--- src/rtl/cpu_pkg.sv ---
// cpu_pkg: shared opcode/funct codes, ALU encodings, mux select codes and FSM states for the multi-cycle controller
package cpu_pkg;
    localparam logic [5:0] OP_RTYPE = 6'b000000;
    localparam logic [5:0] OP_LW    = 6'b100011;
    localparam logic [5:0] OP_SW    = 6'b101011;
    localparam logic [5:0] OP_BEQ   = 6'b000100;
    localparam logic [5:0] OP_ADDI  = 6'b001000;
    localparam logic [5:0] OP_J     = 6'b000010;

    localparam logic [5:0] F_ADD = 6'b100000;
    localparam logic [5:0] F_SUB = 6'b100010;
    localparam logic [5:0] F_AND = 6'b100100;
    localparam logic [5:0] F_OR  = 6'b100101;
    localparam logic [5:0] F_SLT = 6'b101010;

    localparam logic [2:0] ALU_ADD = 3'b010;
    localparam logic [2:0] ALU_SUB = 3'b110;
    localparam logic [2:0] ALU_AND = 3'b000;
    localparam logic [2:0] ALU_OR  = 3'b001;
    localparam logic [2:0] ALU_SLT = 3'b111;

    localparam logic [1:0] ALUOP_ADD   = 2'b00;
    localparam logic [1:0] ALUOP_SUB   = 2'b01;
    localparam logic [1:0] ALUOP_FUNCT = 2'b10;

    localparam logic [1:0] SRCB_B     = 2'b00;
    localparam logic [1:0] SRCB_FOUR  = 2'b01;
    localparam logic [1:0] SRCB_IMM   = 2'b10;
    localparam logic [1:0] SRCB_IMMSH = 2'b11;

    localparam logic [1:0] PC_ALU    = 2'b00;
    localparam logic [1:0] PC_ALUOUT = 2'b01;
    localparam logic [1:0] PC_JUMP   = 2'b10;

    typedef enum logic [3:0] {
        S_RESET, S_FETCH, S_DECODE, S_MEMADR, S_MEMRD, S_MEMWB, S_MEMWR,
        S_EXECUTE, S_ALUWB, S_BRANCH, S_ADDIEX, S_ADDIWB, S_JUMP
    } state_t;
endpackage

--- src/rtl/alu_decoder.sv ---
// alu_decoder: maps FSM alu_op and R-type funct to the ALU control word
//   alu_op        in  2      00 ADD, 01 SUB, 10 decode funct
//   funct         in  OPW    instr[5:0]
//   alu_control   out ALUCW  ALU operation select
//   illegal_funct out 1      funct unsupported while alu_op requests funct decode
module alu_decoder
    import cpu_pkg::*;
#(
    parameter int OPW   = 6,
    parameter int ALUCW = 3
) (
    input  logic [1:0]       alu_op,
    input  logic [OPW-1:0]   funct,
    output logic [ALUCW-1:0] alu_control,
    output logic             illegal_funct
);
    always_comb begin
        alu_control   = ALU_ADD;
        illegal_funct = 1'b0;
        if (alu_op == ALUOP_SUB) begin
            alu_control = ALU_SUB;
        end else if (alu_op == ALUOP_FUNCT) begin
            case (funct)
                F_ADD:   alu_control = ALU_ADD;
                F_SUB:   alu_control = ALU_SUB;
                F_AND:   alu_control = ALU_AND;
                F_OR:    alu_control = ALU_OR;
                F_SLT:   alu_control = ALU_SLT;
                default: illegal_funct = 1'b1;
            endcase
        end
    end
endmodule

--- src/rtl/multicycle_control.sv ---
// multicycle_control: instruction-step FSM driving every datapath enable/select of a multi-cycle CPU
//   clk, rst_n                      clock, async active-low reset
//   opcode, funct, zero, mem_ready  instruction fields, ALU zero flag, memory handshake
//   mem_req, mem_write, iord        memory request, store strobe, address select
//   ir_write, reg_write, reg_dst    IR load, register write enable, rt/rd select
//   mem_to_reg, alu_src_a/b         write-back source, ALU operand selects
//   alu_control, pc_src, pc_en      ALU op, PC source select, PC write enable
//   illegal                         one-cycle pulse on unsupported opcode/funct
module multicycle_control
    import cpu_pkg::*;
#(
    parameter int OPW   = 6,
    parameter int ALUCW = 3
) (
    input  logic             clk,
    input  logic             rst_n,
    input  logic [OPW-1:0]   opcode,
    input  logic [OPW-1:0]   funct,
    input  logic             zero,
    input  logic             mem_ready,
    output logic             mem_req,
    output logic             mem_write,
    output logic             iord,
    output logic             ir_write,
    output logic             reg_write,
    output logic             reg_dst,
    output logic             mem_to_reg,
    output logic             alu_src_a,
    output logic [1:0]       alu_src_b,
    output logic [ALUCW-1:0] alu_control,
    output logic [1:0]       pc_src,
    output logic             pc_en,
    output logic             illegal
);
    state_t     state, next;
    logic [1:0] alu_op;
    logic       illegal_funct;

    alu_decoder #(.OPW(OPW), .ALUCW(ALUCW)) u_alu_decoder (
        .alu_op        (alu_op),
        .funct         (funct),
        .alu_control   (alu_control),
        .illegal_funct (illegal_funct)
    );

    always_ff @(posedge clk or negedge rst_n) begin
        if (!rst_n) state <= S_RESET;
        else        state <= next;
    end

    // Reset clears state asynchronously, so every output (including the
    // mem_ready/zero-qualified ones) drops in the same cycle reset asserts.
    always_comb begin
        next       = state;
        mem_req    = 1'b0;
        mem_write  = 1'b0;
        iord       = 1'b0;
        ir_write   = 1'b0;
        reg_write  = 1'b0;
        reg_dst    = 1'b0;
        mem_to_reg = 1'b0;
        alu_src_a  = 1'b0;
        alu_src_b  = SRCB_B;
        alu_op     = ALUOP_ADD;
        pc_src     = PC_ALU;
        pc_en      = 1'b0;
        illegal    = 1'b0;
        case (state)
            S_RESET: next = S_FETCH;
            S_FETCH: begin
                mem_req   = 1'b1;
                alu_src_b = SRCB_FOUR;
                ir_write  = mem_ready;
                pc_en     = mem_ready;
                next      = mem_ready ? S_DECODE : S_FETCH;
            end
            S_DECODE: begin
                alu_src_b = SRCB_IMMSH;
                case (opcode)
                    OP_LW, OP_SW: next = S_MEMADR;
                    OP_RTYPE:     next = S_EXECUTE;
                    OP_BEQ:       next = S_BRANCH;
                    OP_ADDI:      next = S_ADDIEX;
                    OP_J:         next = S_JUMP;
                    default: begin
                        illegal = 1'b1;
                        next    = S_FETCH;
                    end
                endcase
            end
            S_MEMADR: begin
                alu_src_a = 1'b1;
                alu_src_b = SRCB_IMM;
                next      = (opcode == OP_LW) ? S_MEMRD : S_MEMWR;
            end
            S_MEMRD: begin
                mem_req = 1'b1;
                iord    = 1'b1;
                next    = mem_ready ? S_MEMWB : S_MEMRD;
            end
            S_MEMWB: begin
                reg_write  = 1'b1;
                mem_to_reg = 1'b1;
                next       = S_FETCH;
            end
            S_MEMWR: begin
                mem_req   = 1'b1;
                iord      = 1'b1;
                mem_write = mem_ready;
                next      = mem_ready ? S_FETCH : S_MEMWR;
            end
            S_EXECUTE: begin
                alu_src_a = 1'b1;
                alu_op    = ALUOP_FUNCT;
                illegal   = illegal_funct;
                next      = illegal_funct ? S_FETCH : S_ALUWB;
            end
            S_ALUWB: begin
                reg_write = 1'b1;
                reg_dst   = 1'b1;
                next      = S_FETCH;
            end
            S_BRANCH: begin
                alu_src_a = 1'b1;
                alu_op    = ALUOP_SUB;
                pc_src    = PC_ALUOUT;
                pc_en     = zero;
                next      = S_FETCH;
            end
            S_ADDIEX: begin
                alu_src_a = 1'b1;
                alu_src_b = SRCB_IMM;
                next      = S_ADDIWB;
            end
            S_ADDIWB: begin
                reg_write = 1'b1;
                next      = S_FETCH;
            end
            S_JUMP: begin
                pc_src = PC_JUMP;
                pc_en  = 1'b1;
                next   = S_FETCH;
            end
            default: next = S_RESET;
        endcase
    end
endmodule

--- config.mk ---
export PLATFORM = sky130hd
export DESIGN_NAME = multicycle_control
export DESIGN_NICKNAME = d
export VERILOG_FILES = /design/src/rtl/cpu_pkg.sv /design/src/rtl/alu_decoder.sv /design/src/rtl/multicycle_control.sv
export SDC_FILE = /design/constraint.sdc
export NUM_CORES = 1
export LEC_CHECK = 0
export CAP_MARGIN = 20
export CORE_AREA = 8 8 48 50
export DETAILED_ROUTE_END_ITERATION = 8
export DIE_AREA = 0 0 56 58
export PLACE_DENSITY_LB_ADDON = 0.1
export SLEW_MARGIN = 0
export SYNTH_ARGS = -nofsm -noshare
export SYNTH_HDL_FRONTEND = slang
export SYNTH_SLANG_ARGS = --single-unit
--- constraint.sdc ---
create_clock -name clk -period 2.2 [get_ports clk]
set_input_delay 0.22 -clock clk [delete_from_list [all_inputs] [get_ports clk]]
set_output_delay 0.22 -clock clk [all_outputs]
set_load 0.02 [all_outputs]
==> results.toml <==
[route]
drt-total-wl_um = 1930
wl_per_cell_um = 13.5
via_count = 781
drtPass1Iterations = 4
via_per_inst = 5.46
drtIter0Drc = 10
ant_nets = 0
drc = 0

[critical_path]
r2r-start = "state[2]"
r2r_end = "state[0]"
path_cells = "and3b_4 -> nand4b_4 -> buf_4 -> o22ai_1 -> clkdlybuf4s50_1"
critPathTopFamily = "buffers and inverters"
path_buf_inv = 2
start_kind = "flip-flop"
ff2ff_path_depth = 5
r2r_setup_slack_ns = 0.82
slowest_delay_ns = 0.62
arrival_ns = 1.90
path_max_fanout = 4
end_kind = "primary output"
critical_path_class = "reg -> out"
cp.required_ns = 1.98
slowest_stage = "clkdlybuf4s50_1"

[cts]
post-cts-setup-buffers = 0
insertion_delay_ns = 0.24
cts-root-buf = "clkbuf_4"
path_clk_slew_ns = 0.04
htreeDepth = 1
numCtsBuffers = 3
hold_buffers = 0
clock_path_buffers = 2
tritoncts = "built"
clkSinkCount = 4

[global_route]
grt_first_pass_wirelength_um = 3370
overflow = 0
antenna_found_initial = 0
grt_util_all_layers_pct = 12.1
grt_pass1_vias = 801
grt_max_degree = 15

[cells_and_area]
reg_top3 = "state (4)"
fin_area_um2 = 1080
largest_reg_flops = 4
final_util_pct = 66.7
area_growth_pct = 73.2
layout.nets = 144
diodes = 0
regMostFlops = "state"
final_layout_size_suffix_gt1_share_pct = 22.2

[job]
maxCapViolations = 0

[sta]
tns_ns = 0
hold_violations = 0
max_freq_mhz = 471
hold_ws_ns = 0.183
relSlewSlack_pct = 77.9
fin_crit_ns = 2.12
rsz0062_at_grt = "false"
fin_crit_sh_pct = 96.6
worst_pin_slew_ns = 0.329
setup_viol = 0
skew_ns = 0.00747
final-max-slew-violation-count = 0

[floorplan]
core_um2 = 1610
die_y_um = 58
io_pins = 33
placementRows = 15
start_util_pct = 38.5
die_area_um2 = 3250
die_x_um = 56

[pwr]
power_switching_mw = 0.439
ir_drop_v = 0.000413
swShare_pct = 46.8
internal_power_mw = 0.499
p_leak_nw = 0.520
total_power_mw = 0.938
power_density_nw_per_um2 = 871
pwr-share-comb_pct = 75.9
seq_power_share_pct = 14.4
clkPwrFrac_pct = 9.7

[synthesis]
synth-async-reset-ratio_pct = 100
ys_types = 39
synth_warnings = 0
netlist_instances = 83
ys_seq_area_share_pct = 16.1
synth_area_per_cell_um2 = 7.49
synthFlopType = "dfrtp_1"
synth.net_count = 99
ys_ff_latch = 4
syn_area_um2 = 622
synth_edf_count = 0

[placed_design]
dpl_cell_area_um2 = 1030
finalWeightedCongestion = 0.830
place_hpwl_um = 1580
io_buffers = 32

[outcome]
status = "finished, final reports clean"

[worst_hold_path]
hold_class = "in -> async"
[cell type report]
class                           instances  area, um2
Clock buffer                            3       22.5
Fill cell                             152        537
Inverter                                2       7.51
Multi-Input combinational cell         72        500
Sequential cell                         4        101
Tap cell                               17       21.3
Timing Repair Buffer                   45        424
[cells in the mapped netlist, drive strengths merged (2+ instances only)]
master	count	share of area, %
nor2	13	7.8
nand2	7	4.2
nor3	5	4.0
o21ai	5	4.0
a21oi	4	3.2
buf	4	3.6
dfrtp	4	16
nand2b	4	4.0
o211ai	3	3.6
a21o	2	2.4
a31oi	2	2.0
and3	2	2.0
inv	2	1.2
mux2	2	4.2
mux2i	2	3.2
[what timing repair did]
item | 4_1_cts | 5_1_grt
setup endpoints to repair | 3 | 5
cloned | 0 | 0
gates resized for setup | 3 | 9
[layer usage]
layer  vias to the layer above  GRT usage, %  part of all wire [%]
li1                        400             -                     -
met1                       347          13.4                    44
met2                        30          21.4                    49
met3                         4          3.06                   5.6
met4                         0          5.15                  0.88
met5                         -             0                     0
[worst max path at each step]
stage | startpoint | to | slack (ns) | depth (start not counted)
6_report | state[3] | alu_control[2] | 0.08 | 5
5_1_grt | state[3] | alu_control[2] | 0.009 | 5
4_1_cts | state[2] | reg_write | 0.004 | 5
3_5_place_dp | funct[2] | illegal | -0.12 | 6
3_3_place_gp | funct[2] | illegal | -0.07 | 6
2_1_floorplan | state[2] | reg_write | 0.46 | 4
[placed cells by master, fill, tap and decap left out, drive strengths merged, types with 4 or more instances in the layout]
master and n:
nand2b 4, nand2 7, o21ai 5, dlymetal6s2s 4, nor3 5, clkdlybuf4s50 25, a21oi 4, nor2 13
buf 13, dfrtp 4
[power by group through the flow]
stage                     logic (mW)  registers (mW)  clock network [mW]
after floorplan                0.450           0.111                   0
after global placement         0.714           0.131                   0
after detailed placement       0.719           0.132                   0
after CTS                      0.712           0.131              0.0949
after global routing           0.781           0.138              0.0984
final                          0.712           0.135              0.0909
[cell families (layout without fill, tap and decap cells)]
family | Yosys count | after routing | synth area share, %
compound gates | 26 | 26 | 29.2
mux | 4 | 4 | 7.44
buf+inv | 7 | 50 | 5.43
xor+xnor | 1 | 1 | 1.41
simple gates | 41 | 41 | 40.4
flops | 4 | 4 | 16.1
[worst register-to-register path: stages, from the launching register on]
cell	delay [ns]
dfrtp_1	0.37
buf_4	0.17
nor2b_1	0.11
o21ai_0	0.08
a21o_1	0.19
a221o_1	0.33
[stage by stage]
stage | cells | worst slack [ns]
after floorplan | 83 | 0.460
after detailed placement | 140 | -0.117
after global routing | 143 | 0.00878
after CTS | 143 | 0.00364
final | 143 | 0.0757
after global placement | 140 | -0.0720
No activity file was read; power rests on OpenSTA's default activity.
